$ cat src/rtl/decode_prefix_collector_pkg.sv
// decode_pkg: shared types and byte constants for the x86 prefix collector.
// Rev 1.0
`default_nettype none

package decode_pkg;

    // 386 segment register encoding
    typedef enum logic [2:0] {
        ES = 3'd0,
        CS = 3'd1,
        SS = 3'd2,
        DS = 3'd3,
        FS = 3'd4,
        GS = 3'd5
    } seg_t;

    typedef enum logic [1:0] {
        COLLECT = 2'd0,
        HOLD    = 2'd1,
        FAULT   = 2'd2
    } state_t;

    localparam int PFX_CNT_W = 4;

    localparam logic [7:0] PFX_ES     = 8'h26;
    localparam logic [7:0] PFX_CS     = 8'h2E;
    localparam logic [7:0] PFX_SS     = 8'h36;
    localparam logic [7:0] PFX_DS     = 8'h3E;
    localparam logic [7:0] PFX_FS     = 8'h64;
    localparam logic [7:0] PFX_GS     = 8'h65;
    localparam logic [7:0] PFX_OPSIZE = 8'h66;
    localparam logic [7:0] PFX_ADSIZE = 8'h67;
    localparam logic [7:0] PFX_LOCK   = 8'hF0;
    localparam logic [7:0] PFX_REPNE  = 8'hF2;
    localparam logic [7:0] PFX_REP    = 8'hF3;

    typedef struct packed {
        logic                 operand;
        logic                 address;
        logic                 lock;
        logic                 rep;
        logic                 repne;
        logic                 seg_valid;
        seg_t                 seg;
        logic [PFX_CNT_W-1:0] count;
    } prefix_set_t;

    localparam prefix_set_t PFX_NONE = '0;

    // One-hot order {gs, fs, ds, ss, cs, es}
    function automatic seg_t seg_encode(input logic [5:0] onehot);
        seg_t s;
        s = ES;
        case (onehot)
            6'b000010: s = CS;
            6'b000100: s = SS;
            6'b001000: s = DS;
            6'b010000: s = FS;
            6'b100000: s = GS;
            default:   s = ES;
        endcase
        return s;
    endfunction

endpackage

`default_nettype wire

$ cat src/rtl/decode_prefix_collector_if.sv
// Byte-in / bundle-out handshake bundle between prefetch queue, collector and decoder.
// Rev 1.0
`default_nettype none

interface decode_prefix_collector_if #(
    parameter int CNT_W = 4
) ();
    import decode_pkg::*;

    logic             flush;
    logic             default_size;
    logic [7:0]       in_byte;
    logic             in_valid;
    logic             in_ready;
    logic [7:0]       out_opcode;
    logic             out_operand_32;
    logic             out_address_32;
    logic             out_lock;
    logic             out_rep;
    logic             out_repne;
    logic             out_seg_valid;
    seg_t             out_seg;
    logic [CNT_W-1:0] out_prefix_count;
    logic             out_valid;
    logic             out_ready;
    logic             fault;

    modport master (
        output flush, default_size, in_byte, in_valid, out_ready,
        input  in_ready, out_opcode, out_operand_32, out_address_32, out_lock,
               out_rep, out_repne, out_seg_valid, out_seg, out_prefix_count,
               out_valid, fault
    );

    modport slave (
        input  flush, default_size, in_byte, in_valid, out_ready,
        output in_ready, out_opcode, out_operand_32, out_address_32, out_lock,
               out_rep, out_repne, out_seg_valid, out_seg, out_prefix_count,
               out_valid, fault
    );

endinterface

`default_nettype wire

$ cat src/rtl/decode_prefix.sv
// decode_prefix: combinational classifier for segment, size and lock prefix bytes.
// Rev 1.0
`default_nettype none

module decode_prefix
    import decode_pkg::*;
(
    input  logic [7:0] byte_i,
    output logic       segment_override_es_o,
    output logic       segment_override_cs_o,
    output logic       segment_override_ss_o,
    output logic       segment_override_ds_o,
    output logic       segment_override_fs_o,
    output logic       segment_override_gs_o,
    output logic       operand_size_o,
    output logic       address_size_o,
    output logic       lock_o,
    output logic       prefix_o
);

    always_comb begin
        segment_override_es_o = 1'b0;
        segment_override_cs_o = 1'b0;
        segment_override_ss_o = 1'b0;
        segment_override_ds_o = 1'b0;
        segment_override_fs_o = 1'b0;
        segment_override_gs_o = 1'b0;
        operand_size_o        = 1'b0;
        address_size_o        = 1'b0;
        lock_o                = 1'b0;
        case (byte_i)
            PFX_ES:     segment_override_es_o = 1'b1;
            PFX_CS:     segment_override_cs_o = 1'b1;
            PFX_SS:     segment_override_ss_o = 1'b1;
            PFX_DS:     segment_override_ds_o = 1'b1;
            PFX_FS:     segment_override_fs_o = 1'b1;
            PFX_GS:     segment_override_gs_o = 1'b1;
            PFX_OPSIZE: operand_size_o        = 1'b1;
            PFX_ADSIZE: address_size_o        = 1'b1;
            PFX_LOCK:   lock_o                = 1'b1;
            default:    ;
        endcase
    end

    assign prefix_o = segment_override_es_o | segment_override_cs_o |
                      segment_override_ss_o | segment_override_ds_o |
                      segment_override_fs_o | segment_override_gs_o |
                      operand_size_o | address_size_o | lock_o;

endmodule

`default_nettype wire

$ cat src/rtl/decode_prefix_collector.sv
// decode_prefix_collector: gathers prefix bytes of one instruction and hands the opcode
// plus merged prefix set to the decoder; faults when the 386 prefix limit is exceeded.
// Rev 1.0
`default_nettype none

module decode_prefix_collector
    import decode_pkg::*;
#(
    parameter int MAX_PREFIX = 14,
    parameter int CNT_W      = 4
) (
    input  logic                       clock,
    input  logic                       reset,
    decode_prefix_collector_if.slave   bus
);

    logic w_seg_es, w_seg_cs, w_seg_ss, w_seg_ds, w_seg_fs, w_seg_gs;
    logic w_opsize, w_adsize, w_lock, w_dp_prefix;
    logic w_is_rep, w_is_repne, w_is_prefix, w_accept;
    logic [5:0] w_seg_onehot;

    decode_prefix u_decode_prefix (
        .byte_i                (bus.in_byte),
        .segment_override_es_o (w_seg_es),
        .segment_override_cs_o (w_seg_cs),
        .segment_override_ss_o (w_seg_ss),
        .segment_override_ds_o (w_seg_ds),
        .segment_override_fs_o (w_seg_fs),
        .segment_override_gs_o (w_seg_gs),
        .operand_size_o        (w_opsize),
        .address_size_o        (w_adsize),
        .lock_o                (w_lock),
        .prefix_o              (w_dp_prefix)
    );

    state_t      state_q;
    prefix_set_t acc_q;
    prefix_set_t acc_d;
    prefix_set_t out_q;
    logic [7:0]  opcode_q;
    logic        out_valid_q;
    logic        fault_q;

    assign w_seg_onehot = {w_seg_gs, w_seg_fs, w_seg_ds, w_seg_ss, w_seg_cs, w_seg_es};
    assign w_is_rep     = (bus.in_byte == PFX_REP);
    assign w_is_repne   = (bus.in_byte == PFX_REPNE);
    assign w_is_prefix  = w_dp_prefix | w_is_rep | w_is_repne;

    // Flush wins over everything, so no byte is consumed in the flush cycle.
    assign bus.in_ready = !bus.flush &&
                          ((state_q == COLLECT) || ((state_q == HOLD) && bus.out_ready));
    assign w_accept     = bus.in_valid && bus.in_ready;

    // Accumulator after merging the current byte as a prefix.
    always_comb begin
        acc_d = acc_q;
        if (w_opsize) acc_d.operand = 1'b1;
        if (w_adsize) acc_d.address = 1'b1;
        if (w_lock)   acc_d.lock    = 1'b1;
        if (w_is_rep) begin
            acc_d.rep   = 1'b1;
            acc_d.repne = 1'b0;
        end
        if (w_is_repne) begin
            acc_d.repne = 1'b1;
            acc_d.rep   = 1'b0;
        end
        if (|w_seg_onehot) begin
            acc_d.seg_valid = 1'b1;
            acc_d.seg       = seg_encode(w_seg_onehot);
        end
        acc_d.count = acc_q.count + PFX_CNT_W'(1);
    end

    // Size flags become effective sizes against the descriptor default.
    function automatic prefix_set_t bundle_of(input prefix_set_t acc, input logic dsz);
        prefix_set_t b;
        b         = acc;
        b.operand = acc.operand ^ dsz;
        b.address = acc.address ^ dsz;
        return b;
    endfunction

    always_ff @(posedge clock or negedge reset) begin
        if (!reset) begin
            state_q     <= COLLECT;
            acc_q       <= PFX_NONE;
            out_q       <= PFX_NONE;
            opcode_q    <= 8'h00;
            out_valid_q <= 1'b0;
            fault_q     <= 1'b0;
        end else if (bus.flush) begin
            state_q     <= COLLECT;
            acc_q       <= PFX_NONE;
            out_q       <= PFX_NONE;
            opcode_q    <= 8'h00;
            out_valid_q <= 1'b0;
            fault_q     <= 1'b0;
        end else begin
            case (state_q)
                COLLECT: begin
                    if (w_accept) begin
                        if (w_is_prefix) begin
                            if (acc_q.count == PFX_CNT_W'(MAX_PREFIX)) begin
                                state_q <= FAULT;
                                fault_q <= 1'b1;
                                acc_q   <= PFX_NONE;
                            end else begin
                                acc_q <= acc_d;
                            end
                        end else begin
                            opcode_q    <= bus.in_byte;
                            out_q       <= bundle_of(acc_q, bus.default_size);
                            out_valid_q <= 1'b1;
                            acc_q       <= PFX_NONE;
                            state_q     <= HOLD;
                        end
                    end
                end
                HOLD: begin
                    // acc_q is already clear here; a prefix starts a fresh set.
                    if (bus.out_ready) begin
                        if (w_accept && !w_is_prefix) begin
                            opcode_q <= bus.in_byte;
                            out_q    <= bundle_of(acc_q, bus.default_size);
                        end else begin
                            out_valid_q <= 1'b0;
                            state_q     <= COLLECT;
                            if (w_accept) acc_q <= acc_d;
                        end
                    end
                end
                FAULT:   fault_q <= 1'b1;
                default: state_q <= COLLECT;
            endcase
        end
    end

    assign bus.out_opcode       = opcode_q;
    assign bus.out_operand_32   = out_q.operand;
    assign bus.out_address_32   = out_q.address;
    assign bus.out_lock         = out_q.lock;
    assign bus.out_rep          = out_q.rep;
    assign bus.out_repne        = out_q.repne;
    assign bus.out_seg_valid    = out_q.seg_valid;
    assign bus.out_seg          = out_q.seg;
    assign bus.out_prefix_count = CNT_W'(out_q.count);
    assign bus.out_valid        = out_valid_q;
    assign bus.fault            = fault_q;

endmodule

`default_nettype wire
$ cat src/flat_wrapper.sv
// flat-port wrapper written by rule: the top's interface ports become plain ports
module decode_prefix_collector_flat import decode_pkg::*;
#(
    parameter int MAX_PREFIX = 14,
    parameter int CNT_W      = 4
)
  (clock, reset, bus_flush, bus_default_size, bus_in_byte, bus_in_valid, bus_out_ready, bus_in_ready, bus_out_opcode, bus_out_operand_32, bus_out_address_32, bus_out_lock, bus_out_rep, bus_out_repne, bus_out_seg_valid, bus_out_seg, bus_out_prefix_count, bus_out_valid, bus_fault);
  decode_prefix_collector_if #(.CNT_W(CNT_W)) bus_i ();
  input  logic clock;
  input  logic reset;
  input wire logic [$bits(bus_i.flush)-1:0] bus_flush;
  input wire logic [$bits(bus_i.default_size)-1:0] bus_default_size;
  input wire logic [$bits(bus_i.in_byte)-1:0] bus_in_byte;
  input wire logic [$bits(bus_i.in_valid)-1:0] bus_in_valid;
  input wire logic [$bits(bus_i.out_ready)-1:0] bus_out_ready;
  output wire logic [$bits(bus_i.in_ready)-1:0] bus_in_ready;
  output wire logic [$bits(bus_i.out_opcode)-1:0] bus_out_opcode;
  output wire logic [$bits(bus_i.out_operand_32)-1:0] bus_out_operand_32;
  output wire logic [$bits(bus_i.out_address_32)-1:0] bus_out_address_32;
  output wire logic [$bits(bus_i.out_lock)-1:0] bus_out_lock;
  output wire logic [$bits(bus_i.out_rep)-1:0] bus_out_rep;
  output wire logic [$bits(bus_i.out_repne)-1:0] bus_out_repne;
  output wire logic [$bits(bus_i.out_seg_valid)-1:0] bus_out_seg_valid;
  output wire logic [$bits(bus_i.out_seg)-1:0] bus_out_seg;
  output wire logic [$bits(bus_i.out_prefix_count)-1:0] bus_out_prefix_count;
  output wire logic [$bits(bus_i.out_valid)-1:0] bus_out_valid;
  output wire logic [$bits(bus_i.fault)-1:0] bus_fault;
  assign bus_i.flush = bus_flush;
  assign bus_i.default_size = bus_default_size;
  assign bus_i.in_byte = bus_in_byte;
  assign bus_i.in_valid = bus_in_valid;
  assign bus_i.out_ready = bus_out_ready;
  assign bus_in_ready = bus_i.in_ready;
  assign bus_out_opcode = bus_i.out_opcode;
  assign bus_out_operand_32 = bus_i.out_operand_32;
  assign bus_out_address_32 = bus_i.out_address_32;
  assign bus_out_lock = bus_i.out_lock;
  assign bus_out_rep = bus_i.out_rep;
  assign bus_out_repne = bus_i.out_repne;
  assign bus_out_seg_valid = bus_i.out_seg_valid;
  assign bus_out_seg = bus_i.out_seg;
  assign bus_out_prefix_count = bus_i.out_prefix_count;
  assign bus_out_valid = bus_i.out_valid;
  assign bus_fault = bus_i.fault;
  decode_prefix_collector #(.MAX_PREFIX(MAX_PREFIX), .CNT_W(CNT_W)) u_core (.clock(clock), .reset(reset), .bus(bus_i));
endmodule
$ cat config.mk
export PLATFORM = sky130hd
export DESIGN_NAME = decode_prefix_collector_flat
export DESIGN_NICKNAME = d
export VERILOG_FILES = /design/src/rtl/decode_prefix_collector_pkg.sv /design/src/rtl/decode_prefix_collector_if.sv /design/src/rtl/decode_prefix.sv /design/src/rtl/decode_prefix_collector.sv /design/src/flat_wrapper.sv
export SDC_FILE = /design/constraint.sdc
export NUM_CORES = 1
export LEC_CHECK = 0
export CAP_MARGIN = 10
export CELL_PAD_IN_SITES_DETAIL_PLACEMENT = 1
export CELL_PAD_IN_SITES_GLOBAL_PLACEMENT = 1
export CORE_ASPECT_RATIO = 0.9
export CORE_MARGIN = 5
export CORE_UTILIZATION = 41
export CTS_CLUSTER_DIAMETER = 150
export DETAILED_ROUTE_END_ITERATION = 6
export PLACE_DENSITY = 0.9
export SETUP_SLACK_MARGIN = 0.1
export SYNTH_ARGS = -nofsm -noshare
export SYNTH_HDL_FRONTEND = slang
export SYNTH_SLANG_ARGS = --single-unit
$ cat constraint.sdc
create_clock -name clock -period 2.1 [get_ports clock]
set_input_delay 0.42 -clock clock [delete_from_list [all_inputs] [get_ports clock]]
set_output_delay 0.42 -clock clock [all_outputs]
set_load 0.005 [all_outputs]
==> impl_metrics.ini <==
[floorplan]
rows = 24
die_y_um = 76.3
design.die.area_um2 = 6380
die_width_um = 83.6
coreArea_um2 = 4770
ios = 38
start_util_pct = 41.9

[final_layout]
fin_area_um2 = 2870
areaGrowthSynthToFinish_pct = 43.3
drive_above_1_share_pct = 35.5
antenna_cells = 0
layout_common_cells = buf_4, dfrtp_1, clkdlybuf4s50_1
nets = 260

[detailed_routing]
dr.pass1.iters = 4
routed_wl_um = 6510
post_drt_wl_per_cell_um = 21.0
dr.first_iter.drc_count = 92
drc = 0
postRouteAntennaNets = 0
drt-vias-per-instance = 5.27
vias = 1633

[power]
p_total_w = 0.00164
p_per_area_nw_per_um2 = 573
ir_drop_mv = 0.281
p_leak_nw = 1.43

[timing]
hold_viol_final = 0
setup_viol = 0
max_freq_mhz = 519
whs_ns = 0.117
rsz0062_at_grt = false
setup_tns_ns = 0
finalMaxSlewViolations = 0
worst_clock_skew_ns = 0.00844
period_share_pct = 91.7
max_slew_margin_pct = 60.2
tightest_slew_ns = 0.597
min_period_ns = 1.92

[cts]
clock_latency_ns = 0.30
cts.sinks = 38
cts_tree = built
cts_root_buf = clkbuf_8
cts_buffer_depth = 2
numCtsBuffers = 5
hold_buffers = 0
clkTransAtPathRegs_ns = 0.08
cts_htree_levels = 2

[job]
drv_cap = 0

[synth]
netlist_area_um2 = 2000
synth_top_area_cell = dfrtp_1
ys_types = 45
postSynthCellCount = 167
syn-num-nets = 183
synth_flop_cell = dfrtp_1
synth-seq-area-share_pct = 47.6
synth_area_leaders = dfrtp_1, mux2_4, and2b_1, nor2_1, buf_12
avgSynthCellArea_um2 = 12.0
synth_edf_count = 0
yosysWarnings = 0
synth-seq-cells = 38
async_flop_share_pct = 100
synth_top_area_share_pct = 47.6

[setup_path]
endpoint_kind = output port
cp.arrival_ns = 1.50
path_cells = clkdlybuf4s50_1, nand2b_4, buf_4, and2_1, dlygate4sd2_1
critical_path_class = input port to output port
critPathTopFamily = buffers and inverters
crit_fanout = 3
slowest_stage = clkdlybuf4s50_1
critPathLaunchType = input port
cp.buffers_inverters = 3
slowest_delay_ns = 0.41
crit_required_ns = 1.68

[place]
place_congestion = 0.811
port_buffers = 37
placed_area_um2 = 2600
hpwl_um = 3850

[global_route]
grt_pass1_vias = 1911
grt_pass1_wl_um = 10700
overflow = 0
gr-usage-all-layers_pct = 21.7
grt_max_degree = 28
antenna_found_initial = 0

[status]
outcome = completed

[min_path]
hold_path_class = input port to asynchronous set/reset pin
state kept, by name, summed over array words and instances, names as in the netlist:
signal / count
u_core.bus.out_seg_valid: 1
u_core.bus.out_prefix_count: 4
u_core.bus.out_lock: 1
u_core.bus.fault: 1
u_core.bus.out_repne: 1
u_core.bus.out_valid: 1
u_core.bus.out_operand_32: 1
u_core.bus.out_seg: 3
u_core.acc_q: 13
u_core.bus.out_opcode: 8
u_core.bus.out_rep: 1
u_core.bus.out_address_32: 1
u_core.state_q: 2
cell type report:
type,count,area [um2]
Clock inverter,2,12.5
Tap cell,65,81.3
Sequential cell,38,951
Clock buffer,6,82.6
Inverter,7,26.3
Multi-Input combinational cell,116,1030
Fill cell,501,1910
Timing Repair Buffer,76,678
layer usage:
metal	vias to the layer above	global-route usage, %	wire length [um]
met1	828	24.7	2630
met5	-	0	0
met3	19	4.54	274
met4	0	10.1	229
li1	734	-	-
met2	52	38.6	3380
repair_timing:
action                                  CTS  global route
cloned                                    1             0
endpoints found under the setup margin   32            34
resized for setup                        16            11
buffers inserted                          6             1
pin swaps                                 5             4
cells by family (layout without fill, tap and decap cells):
kind of cell | after synthesis | count (layout) | share of synthesized area, %
and+or+nand+nor | 57 | 57 | 16.1
xor gates and xnor gates | 4 | 4 | 1.75
buffers and inverters | 14 | 91 | 5.51
AOI/OAI and AO/OA | 28 | 29 | 10.7
DFF | 38 | 38 | 47.6
muxes | 24 | 24 | 17.1
adders and majority gates | 2 | 2 | 1.25
report_power, final:
group | leakage (nW) | internal, W | switching, W
Sequential | 0.516 | 0.000758 | 0.0000186
Clock | 0.0472 | 0.000264 | 0.000282
Combinational | 0.866 | 0.000175 | 0.000145
Total | 1.43 | 0.00120 | 0.000445
synth_stat cells, types with 2 or more instances:
library cell,count
dfrtp_1,38
mux2_4,20
nor2_1,19
and2b_1,13
a21oi_1,7
inv_1,7
nand2_1,4
mux2i_1,3
nand2b_1,3
nor2b_1,3
nor3_1,3
o21ai_0,3
xnor2_1,3
a31oi_1,2
a41oi_1,2
buf_12,2
clkbuf_1,2
clkbuf_8,2
ha_1,2
nand3_1,2
nand4b_1,2
or3b_1,2
stage by stage:
| step | instances | utilization (%) | setup slack [ns] |
|---|---|---|---|
| after floorplan | 167 | - | 0.256 |
| after global placement | 294 | 54.5 | -0.556 |
| after detailed placement | 294 | 54.5 | -0.639 |
| after CTS | 309 | 59.0 | 0.113 |
| after global routing | 310 | 60.0 | 0.114 |
| final | 310 | 60.0 | 0.175 |
path summary, 6_finish.rpt:
check / startpoint / endpoint / slack [ns] / cells after the start
min in group clock: u_core.bus.fault / u_core.bus.fault / 0.50 / 2
max reg2reg: u_core.acc_q[0] / u_core.acc_q[5] / 0.43 / 7
min reg2reg: u_core.bus.fault / u_core.bus.fault / 0.50 / 2
min: reset / u_core.bus.out_opcode[5] / 0.12 / 1
max in group asynchronous: reset / u_core.acc_q[2] / 1.41 / 2
max: bus_out_ready / bus_in_ready / 0.18 / 5
Power figures use the tool's default switching activity.
